<file path="src/rtl/gan_axis_frame_framer_pkg.sv">
// Shared types and constants for the GAN pixel framer.
// Mode/flow encodings and default pixel geometry.
package gan_axis_frame_framer_pkg;

  typedef enum logic {
    MODE_FORCE  = 1'b0,
    MODE_RESYNC = 1'b1
  } mode_e;

  typedef enum logic {
    ST_PASS = 1'b0,
    ST_DROP = 1'b1
  } flow_e;

  localparam int PIXEL_W      = 16;
  localparam int FRAME_PIXELS = 784;

endpackage

</file>
<file path="src/rtl/gan_axis_sync_fifo.sv">
// Synchronous FIFO with a registered first-word-fall-through output.
// The output register counts toward DEPTH; an empty FIFO loads it directly.
module gan_axis_sync_fifo #(
  parameter int WIDTH = 17,
  parameter int DEPTH = 16
) (
  input  logic             clk,
  input  logic             rst,
  input  logic             push,
  input  logic [WIDTH-1:0] din,
  output logic             full,
  output logic             empty,
  output logic [WIDTH-1:0] dout,
  output logic             valid,
  input  logic             ready
);

  localparam int AW = $clog2(DEPTH);

  logic [WIDTH-1:0] mem [DEPTH];
  logic [AW-1:0]    wp;
  logic [AW-1:0]    rp;
  logic [AW:0]      cnt;
  logic             slot;
  logic             direct;
  logic             load;
  logic             wr;

  assign slot   = !valid || ready;
  assign direct = push && (cnt == '0) && slot;
  assign load   = (cnt != '0) && slot;
  assign wr     = push && !direct;
  assign full   = (cnt + (AW+1)'(valid)) == (AW+1)'(DEPTH);
  assign empty  = (cnt == '0) && !valid;

  always_ff @(posedge clk) begin
    if (wr) mem[wp] <= din;
  end

  always_ff @(posedge clk) begin
    if (rst) begin
      wp    <= '0;
      rp    <= '0;
      cnt   <= '0;
      valid <= 1'b0;
      dout  <= '0;
    end else begin
      if (wr) wp <= wp + AW'(1);
      if (load) begin
        dout <= mem[rp];
        rp   <= rp + AW'(1);
      end else if (direct) begin
        dout <= din;
      end
      cnt   <= cnt + (AW+1)'(wr) - (AW+1)'(load);
      valid <= direct || load || (valid && !ready);
    end
  end

endmodule

</file>
<file path="src/rtl/gan_axis_frame_framer.sv">
// AXI-Stream pixel framer: buffers beats and enforces a runtime frame length.
// Regenerates or checks TLAST, drops overrun beats, keeps sticky status.
module gan_axis_frame_framer
  import gan_axis_frame_framer_pkg::*;
#(
  parameter int DATA_W    = PIXEL_W,
  parameter int DEPTH     = 16,
  parameter int MAX_FRAME = FRAME_PIXELS,
  parameter int CNT_W     = 16,
  localparam int LEN_W    = $clog2(MAX_FRAME + 1)
) (
  input  logic              axi_aclk,
  input  logic              axi_areset,
  input  logic              cfg_enable,
  input  logic              cfg_mode,
  input  logic [LEN_W-1:0]  cfg_frame_len,
  input  logic              stat_clear,
  input  logic [DATA_W-1:0] s_axis_tdata,
  input  logic              s_axis_tvalid,
  output logic              s_axis_tready,
  input  logic              s_axis_tlast,
  output logic [DATA_W-1:0] m_axis_tdata,
  output logic              m_axis_tvalid,
  input  logic              m_axis_tready,
  output logic              m_axis_tlast,
  output logic [CNT_W-1:0]  stat_frame_count,
  output logic              stat_err_short,
  output logic              stat_err_long,
  output logic              stat_err_cfg,
  output logic              stat_busy
);

  logic [LEN_W-1:0] beat_idx, beat_idx_n;
  logic [LEN_W-1:0] len_q, len_n, len_cur;
  mode_e            mode_q, mode_n, mode_cur;
  flow_e            flow_q, flow_n;
  logic             full, empty;
  logic             accept, first, len_bad, at_end;
  logic             push, out_last;
  logic             ev_short, ev_long, ev_cfg;
  logic             frame_done;

  assign s_axis_tready = !axi_areset &&
    (flow_q == ST_DROP ||
     (!full && (beat_idx != '0 || cfg_enable)));
  assign accept     = s_axis_tvalid && s_axis_tready;
  assign first      = beat_idx == '0;
  assign len_bad    = cfg_frame_len == '0 ||
                      cfg_frame_len > LEN_W'(MAX_FRAME);
  assign len_cur    = !first ? len_q :
                      len_bad ? LEN_W'(MAX_FRAME) : cfg_frame_len;
  assign mode_cur   = first ? mode_e'(cfg_mode) : mode_q;
  assign at_end     = beat_idx == len_cur - LEN_W'(1);
  assign frame_done = m_axis_tvalid && m_axis_tready && m_axis_tlast;
  assign stat_busy  = !first || !empty;

  always_comb begin
    beat_idx_n = beat_idx;
    len_n      = len_q;
    mode_n     = mode_q;
    flow_n     = flow_q;
    push       = 1'b0;
    out_last   = 1'b0;
    ev_short   = 1'b0;
    ev_long    = 1'b0;
    ev_cfg     = 1'b0;
    if (accept) begin
      if (flow_q == ST_DROP) begin
        if (s_axis_tlast) flow_n = ST_PASS;
      end else begin
        push     = 1'b1;
        len_n    = len_cur;
        mode_n   = mode_cur;
        ev_cfg   = first && len_bad;
        ev_short = s_axis_tlast && !at_end;
        out_last = at_end ||
                   (mode_cur == MODE_RESYNC && s_axis_tlast);
        // forced frames only flag an early input TLAST
        if (mode_cur == MODE_RESYNC && at_end && !s_axis_tlast) begin
          ev_long = 1'b1;
          flow_n  = ST_DROP;
        end
        beat_idx_n = out_last ? '0 : beat_idx + LEN_W'(1);
      end
    end
  end

  always_ff @(posedge axi_aclk) begin
    if (axi_areset) begin
      beat_idx         <= '0;
      len_q            <= '0;
      mode_q           <= MODE_FORCE;
      flow_q           <= ST_PASS;
      stat_err_short   <= 1'b0;
      stat_err_long    <= 1'b0;
      stat_err_cfg     <= 1'b0;
      stat_frame_count <= '0;
    end else begin
      beat_idx         <= beat_idx_n;
      len_q            <= len_n;
      mode_q           <= mode_n;
      flow_q           <= flow_n;
      stat_err_short   <= (stat_err_short && !stat_clear) || ev_short;
      stat_err_long    <= (stat_err_long && !stat_clear) || ev_long;
      stat_err_cfg     <= (stat_err_cfg && !stat_clear) || ev_cfg;
      stat_frame_count <= (stat_clear ? '0 : stat_frame_count) +
                          CNT_W'(frame_done);
    end
  end

  gan_axis_sync_fifo #(
    .WIDTH (DATA_W + 1),
    .DEPTH (DEPTH)
  ) u_fifo (
    .clk   (axi_aclk),
    .rst   (axi_areset),
    .push  (push),
    .din   ({out_last, s_axis_tdata}),
    .full  (full),
    .empty (empty),
    .dout  ({m_axis_tlast, m_axis_tdata}),
    .valid (m_axis_tvalid),
    .ready (m_axis_tready)
  );

endmodule

</file>
<file path="config.mk">
export PLATFORM = sky130hd
export DESIGN_NAME = gan_axis_frame_framer
export DESIGN_NICKNAME = d
export VERILOG_FILES = /design/src/rtl/gan_axis_frame_framer_pkg.sv /design/src/rtl/gan_axis_sync_fifo.sv /design/src/rtl/gan_axis_frame_framer.sv
export SDC_FILE = /design/constraint.sdc
export NUM_CORES = 1
export LEC_CHECK = 0
export CORE_AREA = 2 2 201 203
export DETAILED_ROUTE_END_ITERATION = 6
export DIE_AREA = 0 0 203 205
export GPL_ROUTABILITY_DRIVEN = 1
export RECOVER_POWER = 50
export SETUP_SLACK_MARGIN = 0.3
export SLEW_MARGIN = 20
export SYNTH_ARGS = -nofsm -noshare
export SYNTH_HDL_FRONTEND = slang
export SYNTH_HIERARCHICAL = 1
export SYNTH_SLANG_ARGS = --single-unit
</file>
<file path="constraint.sdc">
create_clock -name axi_aclk -period 9.65 [get_ports axi_aclk]
set_input_delay 1.93 -clock axi_aclk [delete_from_list [all_inputs] [get_ports axi_aclk]]
set_output_delay 1.93 -clock axi_aclk [all_outputs]
set_load 0.01 [all_outputs]
</file>
Word-level counts from Yosys, hierarchy flattened
Memory sizes are Yosys's and may differ from the RTL's. A register that Yosys moved wholly into a read port is not among the register bits.
Cells that the tools add are included.
- register bits after elaboration: 72
- memory bits (writable): 272
- bits of input ports: 34
- output and inout port bits: 39
- logic and storage cells: 97
- memories kept: 1
- memory list (name ; words ; bits a word ; rd ports ; clocked after memory_dff ; wr ports ; line ; text):
    u_fifo.mem ; 16 ; 17 ; 1 ; 1 ; 1 ; gan_axis_sync_fifo.sv:20 ; logic [WIDTH-1:0] mem [DEPTH];
- $add $sub $neg: 8
- magnitude comparators: 1
- equal/unequal tests: 2
- muxes and demuxes: 24
- bitwise logic cells: 1
- reduce and logical (&&, ||, !) cells: 47
- operators by type and width (operator ; number):
    $mux W17 ; 2
    $mux W10 ; 3
    $logic_not A10 Y1 ; 2
    $logic_and A1 B1 Y1 ; 19
    $add A16 B1 Y16 ; 1
    $mux W1 ; 16
    $mux W16 ; 1
    $logic_or A1 B1 Y1 ; 11
    $add A10 B1 Y10 const B ; 1
    $add A5 B1 Y5 ; 2
    $eq A10 B10 Y1 ; 1
    $gt A10 B10 Y1 const B ; 1
    $logic_not A1 Y1 ; 10
    $reduce_bool A10 Y1 ; 1
    $sub A10 B1 Y10 const B ; 1
    $add A4 B1 Y4 const B ; 2
    $mux W4 ; 2
    $eq A5 B5 Y1 const B ; 1
    $logic_not A5 Y1 ; 1
    $reduce_bool A5 Y1 ; 1
    $sub A5 B1 Y5 ; 1
    $reduce_and A2 Y1 ; 1
    $reduce_bool A2 Y1 ; 1
    $not A1 Y1 ; 1

Depth between registers and ports, before layout
Gate-level depths: netlist of run 1.
- word-level depth: 14
- depth in mapped cells: 22
- gate-level depth less buffers: 19

Cells and area by module
The synthesis of run 1 kept the hierarchy.
- by module, submodules not included (module ; times used ; cells each ; area each (sq um) ; sequential area each (sq um)):
    gan_axis_sync_fifo ; 1 ; 702 ; 12453.2 ; 8868.5
    gan_axis_frame_framer ; 1 ; 362 ; 2702.6 ; 820.8

Worst setup path after synthesis of run 1
Ideal clock, no wire load.
- kind: in2reg
- start point: input port cfg_frame_len[2]
- end point: register u_fifo.dout[16]
- library setup time: 0.130 ns
- data arrival time: 5.962 ns
- data required time: 9.520 ns
- slack: 3.558 ns
- cell stages on the path: 20
- path buffers: 4
- cell sequence: clkbuf_1 nor4_4 and3_1 buf_2 nor2_1 clkbuf_1 and3_1 a21oi_1 ha_1 clkbuf_1 or4b_2 nor4_1 a32oi_1 a311o_1 and2_1 o2111ai_2 nor3_2 or2_2 mux2i_1 o211ai_1
- longest elaborated chain between the ends: 11
- elaborated cells on any way between the ends: 12
- classes of those cells: add/sub: 1; order compare: 1; eq/ne: 1; mux: 6; reduce/logical: 3
- ends and longest elaborated chain (element ; line ; text):
    start, declared ; gan_axis_frame_framer.sv:16 ; input logic [LEN_W-1:0] cfg_frame_len,
    $gt A10 B10 Y1 / $logic_not A10 Y1 (equally long branches) ; gan_axis_frame_framer.sv:49, gan_axis_frame_framer.sv:48 ;
    $logic_or A1 B1 Y1 ; gan_axis_frame_framer.sv:48 ; assign len_bad = cfg_frame_len == '0 ||
    $mux W10 * ; gan_axis_frame_framer.sv:51 ; len_bad ? LEN_W'(MAX_FRAME) : cfg_frame_len;
    $mux W10 * ; gan_axis_frame_framer.sv:50 ; assign len_cur = !first ? len_q :
    $sub A10 B1 Y10 * ; gan_axis_frame_framer.sv:53 ; assign at_end = beat_idx == len_cur - LEN_W'(1);
    $eq A10 B10 Y1 * ; gan_axis_frame_framer.sv:53 ;
    $logic_or A1 B1 Y1 * ; gan_axis_frame_framer.sv:76 ; out_last = at_end ||
    $mux W1 * ; gan_axis_frame_framer.sv:68 ; if (flow_q == ST_DROP) begin
    $mux W1 * ; gan_axis_frame_framer.sv:67 ; if (accept) begin
    via out_last ; gan_axis_frame_framer.sv:39 ; logic push, out_last;
    $mux W17 * ; gan_axis_sync_fifo.sv:52 ; end else if (direct) begin
    $mux W17 * ; gan_axis_sync_fifo.sv:49 ; if (load) begin
    end signal, assigned ; gan_axis_sync_fifo.sv:50 ; dout <= mem[rp];
    end signal, assigned ; gan_axis_sync_fifo.sv:53 ; dout <= din;
    end, declared ; gan_axis_sync_fifo.sv:13 ; output logic [WIDTH-1:0] dout,
Mark *: on every way through the listed nets, which the timed path passes. The rest lies on a longest branch. The select of a mux whose other input is x is not followed.
A chain may end at the register's enable or synchronous reset.

Worst setup path in the final report of run 1
- start point: input port cfg_frame_len[5]
- end point: register u_fifo.dout[16]
Same word-level chain as after synthesis.

==> run summary, run 1 <==
* standard-cell row count: 73
* buffers added on ports: 72
* number of synthesized register bits: 348
* hold buffer count at CTS: 0
* share of the yosys chip area belonging to registers: 63.9%
* clock power share: 35.3%
* cell with the most instances after synthesis: edfxtp_1
* final period utilization: 73.1%
* syn_nets: 1,119
* post-synthesis instance area: 15,200 µm²
* setup repair bufs after CTS: 0
* clock slew at the register clock pins of the worst setup and hold paths: 0.06 ns
* switching power share of the total: 28.1%
* Post-synth top flop: edfxtp_1
* die footprint: 41,600 µm²
* clock sink count: 348
* number of nets still failing antenna checks after routing: 0
* critical path data required time: 10.14 ns
* WP buf/inv: 1
* number of max-slew violations in the final report: 10
* cell depth of the worst hold path: 2
* instance count after placement with tap cells included: 1,617
* buffer levels on the longest clock path: 3
* Worst Max-Slew Pin Slew: 1.57 ns
* post-layout net count: 1,188
* top cells by area, synth: edfxtp_1, dfxtp_1, mux4_2
* net load switching power: 0.00113 W
* number of synthesized flops with an enable pin: 272
* detailed-route wire length: 36,500 µm
* critical path start-end classification: input port to flip-flop
* slew margin rel.: -5.59%
* clock skew: 0.0319 ns
* number of cells produced by synthesis: 1,064
* sequential fraction of design power: 44.2%
* post-synth top area cell: edfxtp_1
* count of max-cap constraint violations: 1
* Clk Latency, worst-skew pair: 0.57 ns
* nature of the critical path startpoint: input port
* per-instance average area after synthesis: 14.2 µm²
* cells resized by post-CTS repair: 0
* kind of end point of the critical path: flip-flop
* failing checks: capacitance limit, slew limit
* routed wire length per instance: 21.6 µm
* logic depth of the worst register-to-register path: 17
* cells traversed along the worst timing path: dlygate4sd3_1 -> nor3_1 -> and3_1 -> nor2_1 -> and3_1 -> a21oi_1 -> ha_1 -> or4b_2 -> nor4_1 -> a32oi_1 -> a311o_1 -> nand3_1 -> o2111ai_2 -> nor3_2 -> or2_2 -> mux2i_1 -> o211ai_1
* overall via count from detail_route: 9,188
* master cell of the clock root buffer: clkbuf_16
* cell repeated most along the worst path: and3_1
* slowest cell on the critical path: dlygate4sd3_1
* HPWL Detailed: 21,500 µm
* Comb pwr share: 20.5%
* run status: complete, but fails checks
* number of placed I/O pins: 73
* Area growth, synth to finish: 16.5%
* Yosys cell types: 69
* time the worst path needs with I/O delays and setup: 7.05 ns
* highest ir drop seen on vdd: 0.000121 V
* number of failing hold endpoints at the final stage: 0
* maximum clock rate: 142 MHz
* cell count along the critical path: 17
* Synth top area share: 53.9%
* core outline area: 39,400 µm²
* fraction of layout instances using a drive strength above 1: 15.6%
* Critical Path AT: 7.54 ns
* number of detailed-routing iterations run before antenna repair: 5
* path type of the worst min-delay path: flip-flop to flip-flop
* total congestion overflow: 0
* TritonCTS clock tree: yes
* top cells by count, synth: edfxtp_1, dfxtp_1, nor2_1, mux2i_1, o211ai_1
* setup repair after global routing missed its margin: no
* Leakage Power: 5.82 nW
* global-route wire length before repair: 55,800 µm
* GP Congestion: 0.882
* die span in x: 203 µm
* number of levels the H-tree was split into: 2
* Max Fanout on Critical Path: 17
* internal power contribution: 0.00290 W
* worst stage delay on the critical path: 0.66 ns
* number of global-route vias before repair: 9,068
* worst hold slack after final layout: 0.475 ns
* DR vias/cell: 5.44
* Tot GR Track Use: 17.9%
* Synthesis Warnings: 6
* number of antenna violations at the first check in global routing: 2
* maximum number of pins on one net before global-route repair: 56
* die boundary height: 205 µm
* Residual DRC: 0
* initial DRC count: 681
* final cell count without fillers: 1,690
* fraction of synthesis flops using an asynchronous set or reset pin: 0%
* Crit path max-delay family: simple AND/OR/NAND/NOR gates
* CTS buffer count: 39
* Finish-stage setup viols: 0
* Pwr per Cell Area: 228 nW/µm²
* initial core utilization: 38.5%
* total negative setup slack: 0 ns
layer usage:
layer  share of wire [%]  routed length, µm  vias to the layer above  global-route usage, %
met1                  44              16200                     4645                   23.9
met4                 2.4                880                        0                   5.74
met5                   0                  0                        -                      0
li1                    -                  -                     4241                      -
met3                 6.2               2250                       62                   4.06
met2                  47              17200                      240                   28.8
cells in the final DEF (no fill, tap or decap), types with 5 or more instances in the layout:
cell type,n
a211oi_1,8
a21oi_1,23
a22oi_1,18
a31oi_1,7
and2_1,10
and3_1,6
buf_4,24
clkbuf_1,17
clkbuf_16,40
clkdlybuf4s50_1,15
clkinv_1,6
dfxtp_1,73
dlygate4sd3_1,56
edfxtp_1,272
ha_1,20
inv_1,26
mux2_2,33
mux2i_1,55
mux4_2,33
nand2_1,41
nand2b_1,37
nand3_1,21
nand4_1,12
nor2_1,60
nor2b_1,11
nor3_1,17
nor3b_1,10
nor4_1,15
nor4_2,5
o211ai_1,44
o211ai_2,10
o21ai_0,12
o22a_1,18
or3_1,6
xnor2_1,18
xor2_1,15
power by group through the flow:
| stage | logic [W] | clock network, W | registers [W] |
|---|---|---|---|
| detailed placement | 0.000850 | 0 | 0.00182 |
| global placement | 0.000838 | 0 | 0.00182 |
| CTS | 0.000854 | 0.00145 | 0.00178 |
| global route | 0.000903 | 0.00151 | 0.00179 |
| floorplan | 0.000607 | 0 | 0.00177 |
| finish | 0.000827 | 0.00142 | 0.00178 |
worst min-delay path, cell delays in order, from the launching register on:
cell	delay [ns]
dfxtp_1	0.32
nand2_1	0.05
o21ai_0	0.06
cells by family (layout without fill, tap and decap cells):
group / after synthesis / in the layout / synth area share [%]
multiplexers: 122 / 122 / 11.1
AND/OR/NAND/NOR: 278 / 278 / 10.2
adder cells (fa/ha/maj): 21 / 21 / 1.78
flip-flops: 348 / 348 / 63.9
XOR/XNOR: 33 / 33 / 1.91
buffers and inverters: 96 / 196 / 2.81
other: 0 / 1 / 0
AO/OA/AOI/OAI: 166 / 166 / 8.35
worst paths after layout:
path / to / slack, ns / start
worst max-delay path: u_fifo/dout[16] / 2.60 / cfg_frame_len[5]
worst min-delay path: stat_err_short / 0.48 / stat_err_short
worst min register to register: stat_err_short / 0.48 / stat_err_short
worst max register to register: u_fifo/dout[16] / 3.76 / beat_idx[0]
metrics by stage:
stage	util, %	instance area, µm²	setup WS [ns]	total power, W
finish	44.9	17700	2.60	0.00403
global route	44.9	17700	2.20	0.00421
CTS	44.9	17700	2.82	0.00409
detailed placement	41.8	16400	2.24	0.00267
global placement	41.8	16400	2.39	0.00265
floorplan	-	15200	3.56	0.00238
state kept, by name, indices dropped and copies added, names as in the netlist, 4 cells and up, named ones only:
register and cells:
u_fifo/rp 4, len_q 10, u_fifo/dout 17, stat_frame_count 16, u_fifo/wp 4, u_fifo/mem 272
u_fifo/cnt 5, beat_idx 10
layout make-up:
| cell class | count | area, µm² |
|---|---|---|
| clock buffers | 57 | 1080 |
| clock inverters | 15 | 139 |
| multi-input cells | 620 | 5080 |
| repair buffers | 98 | 903 |
| flip-flops and latches | 348 | 9700 |
| diodes | 1 | 2.50 |
| inverters | 26 | 97.6 |
| fillers | 3482 | 21700 |
| well taps | 525 | 657 |
(Power assumes the default switching activity.)
==> run 2, diff against run 1 <==
==> constraint.sdc (replaced) <==
create_clock -name axi_aclk -period 6.3 [get_ports axi_aclk]
set_input_delay 1.26 -clock axi_aclk [delete_from_list [all_inputs] [get_ports axi_aclk]]
set_output_delay 1.26 -clock axi_aclk [all_outputs]
set_load 0.01 [all_outputs]
==> run 2 against run 1 <==
  * The run ends with capacitance limit left
  * Power rose by 56%
  * Cell count rose by 0.36%
  * First-iteration DRC count rose by 3.5%
  * Sequential cell count did not move
  * Sequential share of layout area fell by 0.29 points
  * Utilization rose by 0.24 points
  * Wire length rose by 0.64%
==> run summary, run 2 (synthesis gave the netlist of run 1 again) <==
* run status: complete, but fails checks
* failing checks: capacitance limit
* number of max-slew violations in the final report: 0, -10
* final period utilization: 89.3%
* internal power contribution: 0.00454 W, +57%
* critical path start-end classification: input port to flip-flop
* total negative setup slack: 0 ns, unchanged
* setup repair bufs after CTS: 0, unchanged
* standard-cell row count: 73, unchanged
* Reg with most FFs: u_fifo/mem
* net load switching power: 0.00174 W, +53%
* Tot GR Track Use: 17.8%, about the same
* overall via count from detail_route: 9,355, +1.8%
* hold buffer count at CTS: 0, unchanged
* maximum clock rate: 178 MHz
* number of levels the H-tree was split into: 2, unchanged
* number of detailed-routing iterations run before antenna repair: 5, unchanged
* number of nets still failing antenna checks after routing: 0, unchanged
* clock sink count: 348, unchanged
* clock slew at the register clock pins of the worst setup and hold paths: 0.06 ns, about the same
* Finish-stage setup viols: 0, unchanged
* Leakage Power: 5.87 nW, +0.87%
* Pwr per Cell Area: 353 nW/µm², +55%
* initial core utilization: 38.5%, unchanged
* clock skew: 0.0211 ns, -0.0108 ns
* die span in x: 203 µm, unchanged
* clock power share: 36.1%, +0.8 points
* detailed-route wire length: 36,800 µm, +0.64%
* number of antenna violations at the first check in global routing: 3, +1
* time the worst path needs with I/O delays and setup: 5.63 ns
* maximum number of pins on one net before global-route repair: 55, -1.8%
* setup repair after global routing missed its margin: no
* Max Fanout on Critical Path: 17, unchanged
* highest ir drop seen on vdd: 0.000177 V, +46%
* most common cell after layout, fill and taps aside: edfxtp_1
* number of global-route vias before repair: 9,145, +0.85%
* biggest registers after layout: u_fifo/mem (272), u_fifo/dout (17), stat_frame_count (16)
* GP Congestion: 0.881, -0.16%
* commonest cells after routing, fill and taps aside: edfxtp_1, dfxtp_1, nor2_1
* HPWL Detailed: 21,300 µm, -1.1%
* master cell of the clock root buffer: clkbuf_16
* CTS buffer count: 39, unchanged
* count of max-cap constraint violations: 1, unchanged
* number of placed I/O pins: 73, unchanged
* global-route wire length before repair: 55,900 µm, +0.15%
* buffer levels on the longest clock path: 3, unchanged
* TritonCTS clock tree: yes
* Post-Place Setup Slack: 0.249 ns, -1.99 ns
* buffers added on ports: 72, unchanged
* post-layout net count: 1,194, +0.51%
* nature of the critical path startpoint: input port
* initial DRC count: 705, +3.5%
* Area growth, synth to finish: 17.1%
* kind of end point of the critical path: flip-flop
* Comb pwr share: 19.4%, -1.1 points
* cells resized by post-CTS repair: 0, unchanged
* fraction of layout instances using a drive strength above 1: 16.5%, +0.87 points
* fillers: 3,471, -0.32%
* path type of the worst min-delay path: flip-flop to flip-flop
* switching power share of the total: 27.7%, -0.41 points
* Critical Path AT: 6.10 ns, -1.44 ns
* post-route worst setup slack: 0.674 ns, -1.92 ns
* die boundary height: 205 µm, unchanged
* core outline area: 39,400 µm², unchanged
* Worst Max-Slew Pin Slew: 1.47 ns, -0.0963 ns
* slew margin rel.: 0.895%, +6.5 points
* total congestion overflow: 0, unchanged
* die footprint: 41,600 µm², unchanged
* Residual DRC: 0, unchanged
* routed wire length per instance: 21.7 µm, +0.28%
* DR vias/cell: 5.52, +1.5%
* number of failing hold endpoints at the final stage: 0, unchanged
* critical path data required time: 6.78 ns, -3.36 ns
* Clk Latency, worst-skew pair: 0.55 ns, -0.02 ns
* sequential fraction of design power: 44.5%, +0.3 points
* number of flip-flops in the largest register: 272, unchanged
[run 2: critical path, stage by stage]
cell             delay, ns
clkdlybuf4s50_1       0.53
nor3_1                0.09
buf_4                 0.15
o22ai_1               0.37
nor2_1                0.20
and3_1                0.23
a21oi_1               0.17
ha_1                  0.21
or4b_2                0.59
nor4_1                0.18
a32oi_1               0.15
a311o_1               0.33
nand3_1               0.10
o2111ai_2             0.15
nor3_2                0.65
or2_2                 0.43
mux2i_1               0.12
o211ai_1              0.18
[run 2: path summary, 6_finish.rpt]
| path | cells after the start | endpoint | start | slack (ns) |
|---|---|---|---|---|
| max | 18 | u_fifo/dout[16] | cfg_frame_len[6] | 0.67 |
| max reg2reg | 17 | u_fifo/dout[16] | beat_idx[0] | 0.85 |
| min | 2 | stat_err_short | stat_err_short | 0.47 |
| min reg2reg | 2 | stat_err_short | stat_err_short | 0.47 |
[run 2: layer usage]
metal	vias up	track usage, %	wire length, µm
li1	4252	-	-
met1	4759	24.0	16300
met2	281	28.7	17200
met3	61	4.18	2370
met4	2	5.50	902
met5	-	0	11
[run 2: power groups by stage]
| stage | Sequential, W | Clock (W) | Combinational, W |
|---|---|---|---|
| after floorplan | 0.00271 | 0 | 0.000930 |
| after global placement | 0.00285 | 0 | 0.00123 |
| after detailed placement | 0.00285 | 0 | 0.00124 |
| after CTS | 0.00280 | 0.00232 | 0.00125 |
| after global routing | 0.00281 | 0.00241 | 0.00132 |
| final | 0.00279 | 0.00227 | 0.00121 |
[run 2: stage by stage]
stage	instances	util [%]	power (W)	cell area [µm²]	hold slack, ns
2_1_floorplan	1064	-	0.00364	15200	0.457
3_3_place_gp	1623	41.9	0.00408	16500	0.459
3_5_place_dp	1623	41.9	0.00409	16500	0.469
4_1_cts	1694	45.1	0.00637	17800	0.480
5_1_grt	1695	45.1	0.00655	17700	0.505
6_report	1696	45.1	0.00627	17800	0.472
[run 2: area by class of cell]
type / count / area (µm²) / area share [%]
clock inverters: 18 / 216 / 1.22
flip-flops and latches: 348 / 9700 / 54.6
inverters: 26 / 97.6 / 0.550
diodes: 2 / 5.00 / 0.0282
repair buffers: 104 / 945 / 5.32
well taps: 525 / 657 / 3.70
clock buffers: 53 / 1060 / 5.96
multi-input cells: 620 / 5070 / 28.6
==> run 3, diff against run 2 <==
--- a/config.mk
+++ b/config.mk
@@ -5,7 +5,9 @@
 export SDC_FILE = /design/constraint.sdc
 export NUM_CORES = 1
 export LEC_CHECK = 0
+export ABC_AREA = 0
 export CORE_AREA = 2 2 201 203
+export CTS_CLUSTER_SIZE = 20
 export DETAILED_ROUTE_END_ITERATION = 6
 export DIE_AREA = 0 0 203 205
 export GPL_ROUTABILITY_DRIVEN = 1
==> run 3 against run 2 <==
  * The run still ends with capacitance limit left
  * Utilization grew 0.070 points
  * Cell count stayed put
  * Critical path depth is the same
  * Global-route usage barely moved
  * Wire length about the same
  * Die area unchanged
  * Sequential cell count is the same
  * Critical path type unchanged
  * Largest cell class unchanged
  * Largest power group unchanged
==> run summary, run 3 (synthesis gave the netlist of run 1 again) <==
* logic depth of the worst register-to-register path: 17, unchanged
* slew margin rel.: 0.292%, -0.60 points
* total negative setup slack: 0 ns, unchanged
* die boundary height: 205 µm, unchanged
* Worst R2R Start: beat_idx[0]
* post-layout net count: 1,194, unchanged
* Comb pwr share: 19.2%, -0.2 points
* cells traversed along the worst timing path: clkdlybuf4s50_1 -> nor3_1 -> buf_4 -> o22ai_1 -> nor2_1 -> and3_1 -> a21oi_1 -> ha_1 -> or4b_2 -> nor4_1 -> a32oi_1 -> a311o_1 -> nand3_1 -> o2111ai_2 -> nor3_2 -> or2_2 -> mux2i_1 -> o211ai_1
* DR vias/cell: 5.47, -0.81%
* maximum number of pins on one net before global-route repair: 55, unchanged
* area of placed instances: 16,500 µm², unchanged
* CTS buffer count: 39, unchanged
* count of max-cap constraint violations: 1, unchanged
* cells resized by post-CTS repair: 0, unchanged
* run status: complete, but fails checks
* number of placed I/O pins: 73, unchanged
* total congestion overflow: 0, unchanged
* reg-to-reg endpoint: u_fifo/dout[16]
* setup repair after global routing missed its margin: no
* number of nets still failing antenna checks after routing: 0, unchanged
* internal power contribution: 0.00458 W, +0.91%
* clock sink count: 348, unchanged
* commonest cells after routing, fill and taps aside: edfxtp_1, dfxtp_1, nor2_1
* sequential fraction of design power: 44.2%, -0.3 points
* Reg with most FFs: u_fifo/mem
* failing checks: capacitance limit
* worst stage delay on the critical path: 0.65 ns, about the same
* final period utilization: 88.9%, -0.38 points
* setup repair bufs after CTS: 0, unchanged
* number of max-slew violations in the final report: 0, unchanged
* detailed-route wire length: 36,700 µm, about the same
* Global Route met3 Usage: 4.17%, -0.016 points
* HPWL Detailed: 21,300 µm, unchanged
* die footprint: 41,600 µm², unchanged
* maximum clock rate: 179 MHz, +0.43%
* path type of the worst min-delay path: flip-flop to flip-flop
* standard-cell row count: 73, unchanged
* highest ir drop seen on vdd: 0.000177 V, about the same
* Residual DRC: 0, unchanged
* switching power share of the total: 27.5%, -0.16 points
* die span in x: 203 µm, unchanged
* master cell of the clock root buffer: clkbuf_16
* Pwr per Cell Area: 355 nW/µm², +0.54%
* Max Fanout on Critical Path: 17, unchanged
* Clk Latency, worst-skew pair: 0.55 ns, about the same
* critical path start-end classification: input port to flip-flop
* buffers added on ports: 72, unchanged
* multi-input gate area in the final layout: 5070 µm², unchanged
* total area of sequential cells: 9700 µm², unchanged
* Finish-stage setup viols: 0, unchanged
* clock slew at the register clock pins of the worst setup and hold paths: 0.06 ns, about the same
* initial core utilization: 38.5%, unchanged
* kind of end point of the critical path: flip-flop
* number of global-route vias before repair: 9,146, +0.011%
* overall via count from detail_route: 9,279, -0.81%
* global-route wire length before repair: 55,900 µm, about the same
* nature of the critical path startpoint: input port
* most common cell after layout, fill and taps aside: edfxtp_1
* end-of-flow core utilization: 45.2%, +0.070 points
* time the worst path needs with I/O delays and setup: 5.60 ns, -0.0239 ns
* Design Area, Final: 17,800 µm², +0.16%
* worst-case register-to-register setup slack: 0.86 ns, about the same
* Leakage Power: 5.89 nW, +0.32%
* Tot GR Track Use: 17.8%, about the same
* clock skew: 0.0191 ns, -0.00201 ns
* met2 track utilization from global routing: 28.7%, -0.037 points
* Worst Max-Slew Pin Slew: 1.48 ns, +0.00895 ns
* number of failing hold endpoints at the final stage: 0, unchanged
* critical path data required time: 6.77 ns, about the same
* buffer levels on the longest clock path: 3, unchanged
* most congested layer reported by global routing: met2
* slowest cell on the critical path: nor3_2
* launching element of the worst setup path: cfg_frame_len[6]
* biggest registers after layout: u_fifo/mem (272), u_fifo/dout (17), stat_frame_count (16)
* fillers: 3,473, +0.058%
* number of levels the H-tree was split into: 2, unchanged
* GP Congestion: 0.881, unchanged
* fraction of layout instances using a drive strength above 1: 16.5%, unchanged
* number of antenna violations at the first check in global routing: 3, unchanged
* crit path to: u_fifo/dout[16]
* core outline area: 39,400 µm², unchanged
* hold buffer count at CTS: 0, unchanged
* Area growth, synth to finish: 17.3%
* Critical Path AT: 6.08 ns, -0.02 ns
* clock power share: 36.6%, +0.5 points
* M1 GR Usage: 24.0%, about the same
* net load switching power: 0.00174 W, +0.11%
* number of flip-flops in the largest register: 272, unchanged
* TritonCTS clock tree: yes
* number of detailed-routing iterations run before antenna repair: 5, unchanged
* routed wire length per instance: 21.7 µm, about the same
* initial DRC count: 768, +8.9%
-- run 3: how the worst min path moves through the flow --
stage | from | slack [ns] | cells past startpoint | end
finish | stat_err_short | 0.47 | 2 | stat_err_short
global route | stat_err_long | 0.51 | 1 | stat_err_long
CTS | stat_err_short | 0.48 | 2 | stat_err_short
detailed placement | stat_err_short | 0.47 | 2 | stat_err_short
global placement | stat_err_short | 0.46 | 2 | stat_err_short
floorplan | mode_q | 0.46 | 2 | mode_q
-- run 3: power by group through the flow --
stage               Clock [W]  Combinational, W  Sequential [W]
floorplan                   0          0.000930         0.00271
global placement            0           0.00123         0.00285
detailed placement          0           0.00124         0.00285
CTS                   0.00237           0.00125         0.00280
global route          0.00246           0.00132         0.00281
finish                0.00231           0.00121         0.00279
-- run 3: cell type report --
class                           instances  area share [%]
Antenna cell                            2          0.0281
Clock inverter                         19            1.39
Tap cell                              525            3.69
Multi-Input combinational cell        620            28.5
Clock buffer                           52            5.93
Sequential cell                       348            54.5
Inverter                               26           0.549
Timing Repair Buffer                  104            5.31
-- run 3: layer usage --
metal  vias up  routed length [µm]
met5         -                  11
met4         2                 890
met3        64                2170
met2       252               17300
met1      4708               16400
li1       4253                   -
-- run 3: worst max-delay path, delay by kind of cell --
family | cells | cell delay (ns)
fa+ha+maj | 1 | 0.21
simple gates | 8 | 2.47
buf+inv | 2 | 0.68
mux | 1 | 0.12
compound gates | 6 | 1.33
-- run 3: per-stage QoR --
step	power [W]	setup WS (ns)	std cells	hold slack, ns
2_1_floorplan	0.00364	0.878	1064	0.457
3_3_place_gp	0.00408	0.366	1623	0.459
3_5_place_dp	0.00409	0.249	1623	0.469
4_1_cts	0.00642	0.817	1694	0.481
5_1_grt	0.00660	0.345	1695	0.506
6_report	0.00631	0.698	1696	0.473
